==> src/rtl/mem_arb_pkg.sv <==
// Shared definitions for the memory-request arbiter family: FSM state
// encoding and default widths.
package mem_arb_pkg;

    typedef enum logic [1:0] {
        ARB_IDLE  = 2'd0,
        ARB_OWNED = 2'd1,
        ARB_GAP   = 2'd2
    } arb_state_t;

    localparam int unsigned MEM_ARB_N_REQ     = 4;
    localparam int unsigned MEM_ARB_ID_W      = 2;
    localparam int unsigned MEM_ARB_TIMEOUT_W = 8;

endpackage : mem_arb_pkg

==> src/rtl/mem_rr_pick.sv <==
// Combinational round-robin picker: searches upward from i_ptr+1, wrapping
// modulo N_REQ, and returns the first requesting index.
module mem_rr_pick #(
    parameter int unsigned N_REQ = 4,
    parameter int unsigned ID_W  = 2
) (
    input  logic [N_REQ-1:0] i_req,
    input  logic [ID_W-1:0]  i_ptr,
    output logic [N_REQ-1:0] o_win_onehot_c,
    output logic [ID_W-1:0]  o_win_id_c,
    output logic             o_any_c
);

    localparam int unsigned IDX_W = (N_REQ > 1) ? $clog2(N_REQ) : 1;

    // Index of the requester 'off' positions after 'base', modulo N_REQ.
    function automatic int unsigned rr_index(input int unsigned base,
                                             input int unsigned off);
        return (base + off) % N_REQ;
    endfunction

    // Rotate-and-priority-encode; first hit after the pointer wins.
    always_comb begin
        o_win_onehot_c = '0;
        o_win_id_c     = '0;
        o_any_c        = 1'b0;
        for (int unsigned k = 1; k <= N_REQ; k++) begin
            if (!o_any_c && i_req[IDX_W'(rr_index(32'(i_ptr), k))]) begin
                o_any_c = 1'b1;
                o_win_onehot_c[IDX_W'(rr_index(32'(i_ptr), k))] = 1'b1;
                o_win_id_c = ID_W'(rr_index(32'(i_ptr), k));
            end
        end
    end

endmodule : mem_rr_pick

==> src/rtl/mem_req_arbiter.sv <==
// Round-robin owner arbiter for the shared memory transaction path.
// One owner at a time, a single idle GAP cycle between owners so chip-select
// can deassert. Optional ownership watchdog: define MEM_ARB_WATCHDOG_EN.
module mem_req_arbiter
    import mem_arb_pkg::*;
#(
    parameter int unsigned N_REQ     = MEM_ARB_N_REQ,
    parameter int unsigned ID_W      = MEM_ARB_ID_W,
    parameter int unsigned TIMEOUT_W = MEM_ARB_TIMEOUT_W
) (
    input  logic                 clk,
    input  logic                 rst,
    input  logic [N_REQ-1:0]     in_req,
    input  logic [N_REQ-1:0]     in_release,
    input  logic [TIMEOUT_W-1:0] in_timeout_limit,
    output logic [N_REQ-1:0]     out_grant,
    output logic                 out_grant_valid,
    output logic [ID_W-1:0]      out_grant_id,
    output logic                 out_busy,
    output logic                 out_timeout
);

    arb_state_t       r_state;
    logic [ID_W-1:0]  r_ptr;
    logic [N_REQ-1:0] r_grant;
    logic [ID_W-1:0]  r_grant_id;
    logic             r_grant_valid;
    logic             r_busy;

    logic [N_REQ-1:0] w_win_onehot;
    logic [ID_W-1:0]  w_win_id;
    logic             w_any;
    logic             w_owner_done;
    logic             w_wd_expire;

    mem_rr_pick #(
        .N_REQ (N_REQ),
        .ID_W  (ID_W)
    ) u_pick (
        .i_req          (in_req),
        .i_ptr          (r_ptr),
        .o_win_onehot_c (w_win_onehot),
        .o_win_id_c     (w_win_id),
        .o_any_c        (w_any)
    );

    // Owner leaves on its release pulse, by dropping its request, or on watchdog.
    assign w_owner_done = (|(r_grant & in_release)) || !(|(r_grant & in_req)) || w_wd_expire;

`ifdef MEM_ARB_WATCHDOG_EN
    logic [TIMEOUT_W-1:0] r_wd_cnt;
    logic [TIMEOUT_W-1:0] w_wd_cnt_inc;
    logic                 r_timeout;

    // w_wd_cnt_inc is the number of OWNED cycles including the current one.
    assign w_wd_cnt_inc = (r_wd_cnt == '1) ? r_wd_cnt : r_wd_cnt + TIMEOUT_W'(1);
    assign w_wd_expire  = (r_state == ARB_OWNED) && (in_timeout_limit != '0)
                          && (w_wd_cnt_inc == in_timeout_limit);

    // Ownership watchdog counter and sticky revoke flag.
    always_ff @(posedge clk) begin
        if (rst) begin
            r_wd_cnt  <= '0;
            r_timeout <= 1'b0;
        end else begin
            if (r_state == ARB_OWNED) begin
                r_wd_cnt <= w_wd_cnt_inc;
            end else begin
                r_wd_cnt <= '0;
            end
            if (w_wd_expire) begin
                r_timeout <= 1'b1;
            end
        end
    end

    assign out_timeout = r_timeout;
`else
    logic w_unused_limit;

    assign w_unused_limit = |in_timeout_limit;
    assign w_wd_expire    = 1'b0;
    assign out_timeout    = 1'b0;
`endif

    // Arbitration FSM with registered grant outputs and round-robin pointer.
    always_ff @(posedge clk) begin
        if (rst) begin
            r_state       <= ARB_IDLE;
            r_ptr         <= ID_W'(N_REQ - 1);
            r_grant       <= '0;
            r_grant_id    <= '0;
            r_grant_valid <= 1'b0;
            r_busy        <= 1'b0;
        end else begin
            case (r_state)
                ARB_IDLE: begin
                    if (w_any) begin
                        r_state       <= ARB_OWNED;
                        r_ptr         <= w_win_id;
                        r_grant       <= w_win_onehot;
                        r_grant_id    <= w_win_id;
                        r_grant_valid <= 1'b1;
                        r_busy        <= 1'b1;
                    end
                end
                ARB_OWNED: begin
                    if (w_owner_done) begin
                        r_state       <= ARB_GAP;
                        r_grant       <= '0;
                        r_grant_id    <= '0;
                        r_grant_valid <= 1'b0;
                        r_busy        <= 1'b1;
                    end
                end
                ARB_GAP: begin
                    r_state <= ARB_IDLE;
                    r_busy  <= 1'b0;
                end
                default: begin
                    r_state       <= ARB_IDLE;
                    r_grant       <= '0;
                    r_grant_id    <= '0;
                    r_grant_valid <= 1'b0;
                    r_busy        <= 1'b0;
                end
            endcase
        end
    end

    // Grant must never have more than one bit set.
    assert property (@(posedge clk) disable iff (rst) $onehot0(r_grant));

    assign out_grant       = r_grant;
    assign out_grant_id    = r_grant_id;
    assign out_grant_valid = r_grant_valid;
    assign out_busy        = r_busy;

endmodule : mem_req_arbiter

==> config.mk <==
export PLATFORM = sky130hd
export DESIGN_NAME = mem_req_arbiter
export DESIGN_NICKNAME = d
export VERILOG_FILES = /design/src/rtl/mem_arb_pkg.sv /design/src/rtl/mem_rr_pick.sv /design/src/rtl/mem_req_arbiter.sv
export SDC_FILE = /design/constraint.sdc
export NUM_CORES = 1
export LEC_CHECK = 0
export ABC_AREA = 1
export CAP_MARGIN = 30
export CORE_MARGIN = 8
export CORE_UTILIZATION = 51
export DETAILED_ROUTE_END_ITERATION = 10
export GPL_ROUTABILITY_DRIVEN = 0
export PLACE_DENSITY_LB_ADDON = 0.12
export SLEW_MARGIN = 25
export SYNTH_ARGS = -nofsm -noshare
export SYNTH_HDL_FRONTEND = slang
export SYNTH_HIERARCHICAL = 1
export SYNTH_SLANG_ARGS = --single-unit
==> constraint.sdc <==
create_clock -name clk -period 4.98 [get_ports clk]
set_input_delay 0.747 -clock clk [delete_from_list [all_inputs] [get_ports clk]]
set_output_delay 0.747 -clock clk [all_outputs]
set_load 0.1 [all_outputs]
==> metrics.cfg, run 1 <==
[sta]
worstMarginPinSlew_ns = 0.9686
fin_crit_sh_pct = 52.69
slew_violations = 0
period_needed_ns = 2.624
max_freq_ghz = 0.3811
finalSetupViolations = 0
maxSlewHeadroom_pct = 35.22
hold_violations = 0
rsz0062_at_grt = no
setup_tns_ns = 0
finClkSkew_ns = 0.006697

[synth]
synth_most_common_cell = nand2_1
synth.largest_area_cell = dfxtp_1
async_flop_share_pct = 0
synth.top_cell.area_share_pct = 23.44
syn_area_mm2 = 0.001025
netlist_instances = 148
ys_ff_latch = 12
synthTopCellsByArea = dfxtp_1, nand2_1, nand3_1
ys_types = 20
synth_fp_nets = 174
ys.flop_type = dfxtp_1
synth_common_cells = nand2_1, nand3_1, a21oi_1
ys_warn_count = 6
seq_area_frac_synth_pct = 23.44
avgSynthCellArea_um2 = 6.924
synth-edff-count = 0

[cts]
path_clk_slew_ns = 0.07
cts_made_buffers = 3
hold_buffers = 0
postCtsSetupBuffers = 0
cts_sinks = 12
cts.repair.resized = 0
cts_root_buffer = clkbuf_4
cts_tree = yes
h-tree-depth = 1
clk_path_buf_depth = 2
clock_latency_ns = 0.27

[pwr]
p_int_mw = 0.3852
p_sw_mw = 0.5863
static-leakage-power_nw = 0.5534
swShare_pct = 60.35
pwr_density_cell_mw_per_mm2 = 789.1
combPwrFrac_pct = 72.8
p_seq_share_pct = 19.4
p_total_mw = 0.9715
pwr-share-clk_pct = 7.8
vdd_drop_max_mv = 0.4657

[floorplan]
io_pins = 27
core.rowCount = 16
die_height_um = 60.83
die_w_um = 60.83
start_util_pct = 53.32
core-area_mm2 = 0.001922
die_area_mm2 = 0.003700

[global_routing]
grt_pass1_vias = 959
grt_pass1_wl_um = 4146
grt_usage_pct = 14.37
grt_max_degree = 14
antenna_found_initial = 0
overflow = 0

[finish]
nets = 192
area_delta_synth_final_pct = 20.15
antenna-diode-count = 0
drive_gt1_share_pct = 12.73

[min_path]
hold_depth = 2
hp-class = register to register

[route]
drt_iter0_markers = 45
drt-pass1-iter-count = 4
route.final.wire_length_um = 2409
wire_per_inst_um = 12.55
drc_errors = 0
vias = 1034
antenna_left = 0
viasPerCell = 5.385

[place]
io_buffers = 17
dpl.hpwl_um = 1843

[setup_path]
cp_max_fo = 13
cp-end-kind = register
crit_arrival_ns = 2.77
crit_buf_inv = 3
critical-path-max-stage-delay_ns = 0.73
required_ns = 5.12
r2r_cells = 11
cp_top_family = simple AND/OR/NAND/NOR gates
cp_common_cell = nand2_1
cp_slowest_cell = dfxtp_1
cp.depth = 11
cp_cell_sequence = inv_8 > ha_1 > inv_2 > nand3_4 > nand2_4 > nor2_4 > nand4_1 > nand2_1 > inv_1 > nand2_1 > a21oi_1
criticalPathCategory = register to register
start_kind = register

[run]
maxCapViolations = 0

[outcome]
status = finished clean

-- flip-flops by register name (all words and copies together), names as in the netlist --
name and cells:
out_busy 1, out_grant 4, out_grant_id 2, out_grant_valid 1
r_ptr 2, r_state 2
-- path summary, 6_finish.rpt --
kind                    from              end  slack, ns
min reg2reg  out_grant_id[1]  out_grant_id[1]       0.46
max reg2reg         r_ptr[0]  out_grant_id[1]       2.36
max                 r_ptr[0]  out_grant_id[1]       2.36
min          out_grant_id[1]  out_grant_id[1]       0.46
-- routing by layer --
layer | share of wire, % | wire length (µm) | vias up | GRT usage (%)
li1 | - | - | 534 | -
met1 | 42 | 1021 | 460 | 18.29
met2 | 47 | 1138 | 38 | 23.08
met3 | 10 | 245 | 2 | 4.873
met4 | 0.17 | 4 | 0 | 2.326
met5 | 0 | 0 | - | 0
-- power groups by stage --
stage	Clock (mW)	Combinational, mW	Sequential (mW)
2_1_floorplan	0	0.427	0.342
3_3_place_gp	0	0.686	0.189
3_5_place_dp	0	0.702	0.191
4_1_cts	0.0780	0.706	0.189
5_1_grt	0.0848	0.777	0.195
6_report	0.0760	0.707	0.188
-- stage by stage --
stage / worst slack [ns] / area [µm²] / hold slack (ns) / cells / util, %
after floorplan: 2.864 / 1025 / 0.4665 / 148 / -
after global placement: 2.370 / 1195 / 0.4505 / 188 / 62.17
after detailed placement: 2.277 / 1195 / 0.4528 / 188 / 62.17
after CTS: 2.342 / 1231 / 0.4637 / 192 / 64.06
after global routing: 2.079 / 1231 / 0.4908 / 192 / 64.06
final: 2.356 / 1231 / 0.4588 / 192 / 64.06
-- cell families (layout without fill, tap and decap cells) --
logic type,Yosys count,in the layout,share of synthesized area (%)
and+or+nand+nor,89,89,46.40
AOI/OAI and AO/OA,21,21,11.23
buffers and inverters,17,34,8.791
DFF,12,12,23.44
adders and majority gates,8,8,9.768
other,1,1,0.3659
-- worst min-delay path: stages (launching register included) --
cell	delay [ns]
dfxtp_1	0.31
nand2_1	0.06
a21oi_1	0.05
-- placed cells by master, fill, tap and decap left out, types with 2 or more instances in the layout --
| cell | instances |
|---|---|
| nand2_2 | 5 |
| inv_2 | 3 |
| nand2_1 | 40 |
| nor2_1 | 4 |
| nor2_4 | 2 |
| ha_1 | 8 |
| clkdlybuf4s50_1 | 17 |
| a21oi_1 | 17 |
| nand3_1 | 23 |
| nand3_4 | 3 |
| dfxtp_1 | 12 |
| nand4_1 | 8 |
| a21boi_0 | 4 |
| inv_1 | 9 |
| nand2_4 | 3 |
| clkbuf_4 | 3 |
-- area by class of cell --
class	count	area [µm²]
repair buffers	17	170.2
multi-input cells	119	694.4
fillers	184	690.7
well taps	27	33.78
clock buffers	4	36.28
inverters	13	56.30
flip-flops and latches	12	240.2
Power figures use the tool's default switching activity.
==> inputs of run 2 (changes only) <==
Settings changed: CORE_UTILIZATION 51 to 43.
Clock period 4.98 ns to 2.3 ns, I/O delays scaled along.
==> metrics.cfg, run 2 (synthesis results as in run 1) <==
[sta]
finalSetupViolations = 0  ; unchanged
period_needed_ns = 2.108  ; -0.5157 ns
setup_tns_ns = 0  ; unchanged
hold_violations = 0  ; unchanged
max_freq_ghz = 0.4743  ; +24%
finClkSkew_ns = 0.01135  ; +0.004656 ns
slew_violations = 0  ; unchanged
rsz0062_at_grt = no
fin_crit_sh_pct = 91.66  ; +39 points

[floorplan]
start_util_pct = 45.88  ; -7.4 points
die_height_um = 64.82  ; +6.6%
die_area_mm2 = 0.004201  ; +14%
io_pins = 27  ; unchanged
die_w_um = 64.82  ; +6.6%
core-area_mm2 = 0.002233  ; +16%
core.rowCount = 17  ; +1

[route]
drt_iter0_markers = 65  ; +44%
viasPerCell = 5.162  ; -4.1%
wire_per_inst_um = 12.42  ; -1.0%
route.final.wire_length_um = 2446  ; +1.5%
antenna_left = 0  ; unchanged
drt-pass1-iter-count = 4  ; unchanged
drc_errors = 0  ; unchanged
vias = 1017  ; -1.6%

[setup_path]
cp_max_fo = 13  ; unchanged
rrSetupSlack_ns = 0.19  ; -2.16 ns
criticalPathCategory = register to register
cp-end-kind = register
start_kind = register
r2r_cells = 10  ; -1
r2r-start = r_ptr[0]
r2r-end = out_grant_id[1]
crit_arrival_ns = 2.24  ; -0.53 ns
required_ns = 2.44  ; -2.68 ns

[place]
io_buffers = 17  ; unchanged
dpl.hpwl_um = 1917  ; +4.0%
dpl_cell_area_mm2 = 0.001206  ; +0.94%

[cts]
clock_latency_ns = 0.27  ; about the same
postCtsSetupBuffers = 0  ; unchanged
hold_buffers = 0  ; unchanged
cts_root_buffer = clkbuf_4
cts_sinks = 12  ; unchanged
h-tree-depth = 1  ; unchanged
path_clk_slew_ns = 0.06  ; about the same
cts_tree = yes
cts_made_buffers = 3  ; unchanged
cts.repair.resized = 0  ; unchanged
clk_path_buf_depth = 2  ; unchanged

[pwr]
pwr_density_cell_mw_per_mm2 = 1733  ; +120%
vdd_drop_max_mv = 1.073  ; +130%
p_total_mw = 2.153  ; +120%
static-leakage-power_nw = 0.5862  ; +5.9%

[finish]
multi_input_area_um2 = 694.4  ; unchanged
largest_reg_flops = 4  ; unchanged
nFillCells = 210  ; +14%
drive_gt1_share_pct = 19.53  ; +6.8 points
fin_area_mm2 = 0.001242  ; +0.91%
nets = 196  ; +2.1%
antenna-diode-count = 0  ; unchanged
final_common_cell = nand2_1
area_delta_synth_final_pct = 21.25
regArea_um2 = 240.2  ; unchanged
final_cell_mix = nand2_1, nand3_1, a21oi_1, dfxtp_1, buf_4

[min_path]
min-delay-start = out_grant_valid
hp-class = register to register
whs_endpoint = out_grant_valid
hold_depth = 2  ; unchanged

[global_routing]
grt_pass1_wl_um = 4036  ; -2.7%
overflow = 0  ; unchanged
grt_max_degree = 14  ; unchanged
grt_usage_pct = 11.42  ; -3.0 points
grt_pass1_vias = 916  ; -4.5%
antenna_found_initial = 0  ; unchanged

[run]
maxCapViolations = 0  ; unchanged

[outcome]
status = finished clean

## run 2: power by group
part	switching [mW]	leakage (nW)	internal [mW]
Sequential	0.0746	0.0991	0.292
Clock	0.0670	0.0210	0.0961
Combinational	1.15	0.466	0.473
Total	1.29	0.586	0.861
## run 2: worst max-delay path, stage by stage (launching register included)
cell     delay, ns
dfxtp_1       0.43
inv_8         0.09
ha_1          0.39
inv_2         0.14
nand3_1       0.10
nand2_2       0.17
nand4_1       0.16
nand2_1       0.20
inv_1         0.13
nand2_1       0.11
a21oi_1       0.07
## run 2: final cells by class
type                    count  share of cell area (%)
inverters                  13                   4.532
well taps                  28                   2.820
multi-input cells         119                   55.89
flip-flops and latches     12                   19.34
clock buffers               4                   2.920
repair buffers             21                   14.50
## run 2: how the worst max path moves through the flow
stage              from               to  cells after the start
3_5_place_dp   r_ptr[0]         r_ptr[0]                     10
4_1_cts        r_ptr[0]  out_grant_id[1]                     10
6_report       r_ptr[0]  out_grant_id[1]                     10
2_1_floorplan  r_ptr[1]     out_grant[0]                     13
5_1_grt        r_ptr[0]  out_grant_id[1]                     10
3_3_place_gp   r_ptr[0]  out_grant_id[0]                     11
## run 2: through the flow
step	utilization (%)	cells	worst slack, ns	hold WS (ns)
2_1_floorplan	-	148	0.1838	0.4648
3_3_place_gp	54.01	193	0.2428	0.4523
3_5_place_dp	54.01	193	0.2142	0.4543
4_1_cts	55.63	197	0.2000	0.4724
5_1_grt	55.63	197	0.03800	0.4951
6_report	55.63	197	0.1917	0.4673
## run 2: routing by layer
metal	wire, µm	global-route usage, %
met1	1115	13.92
met2	1115	18.88
met3	211	4.639
met4	4	1.362
met5	0	0
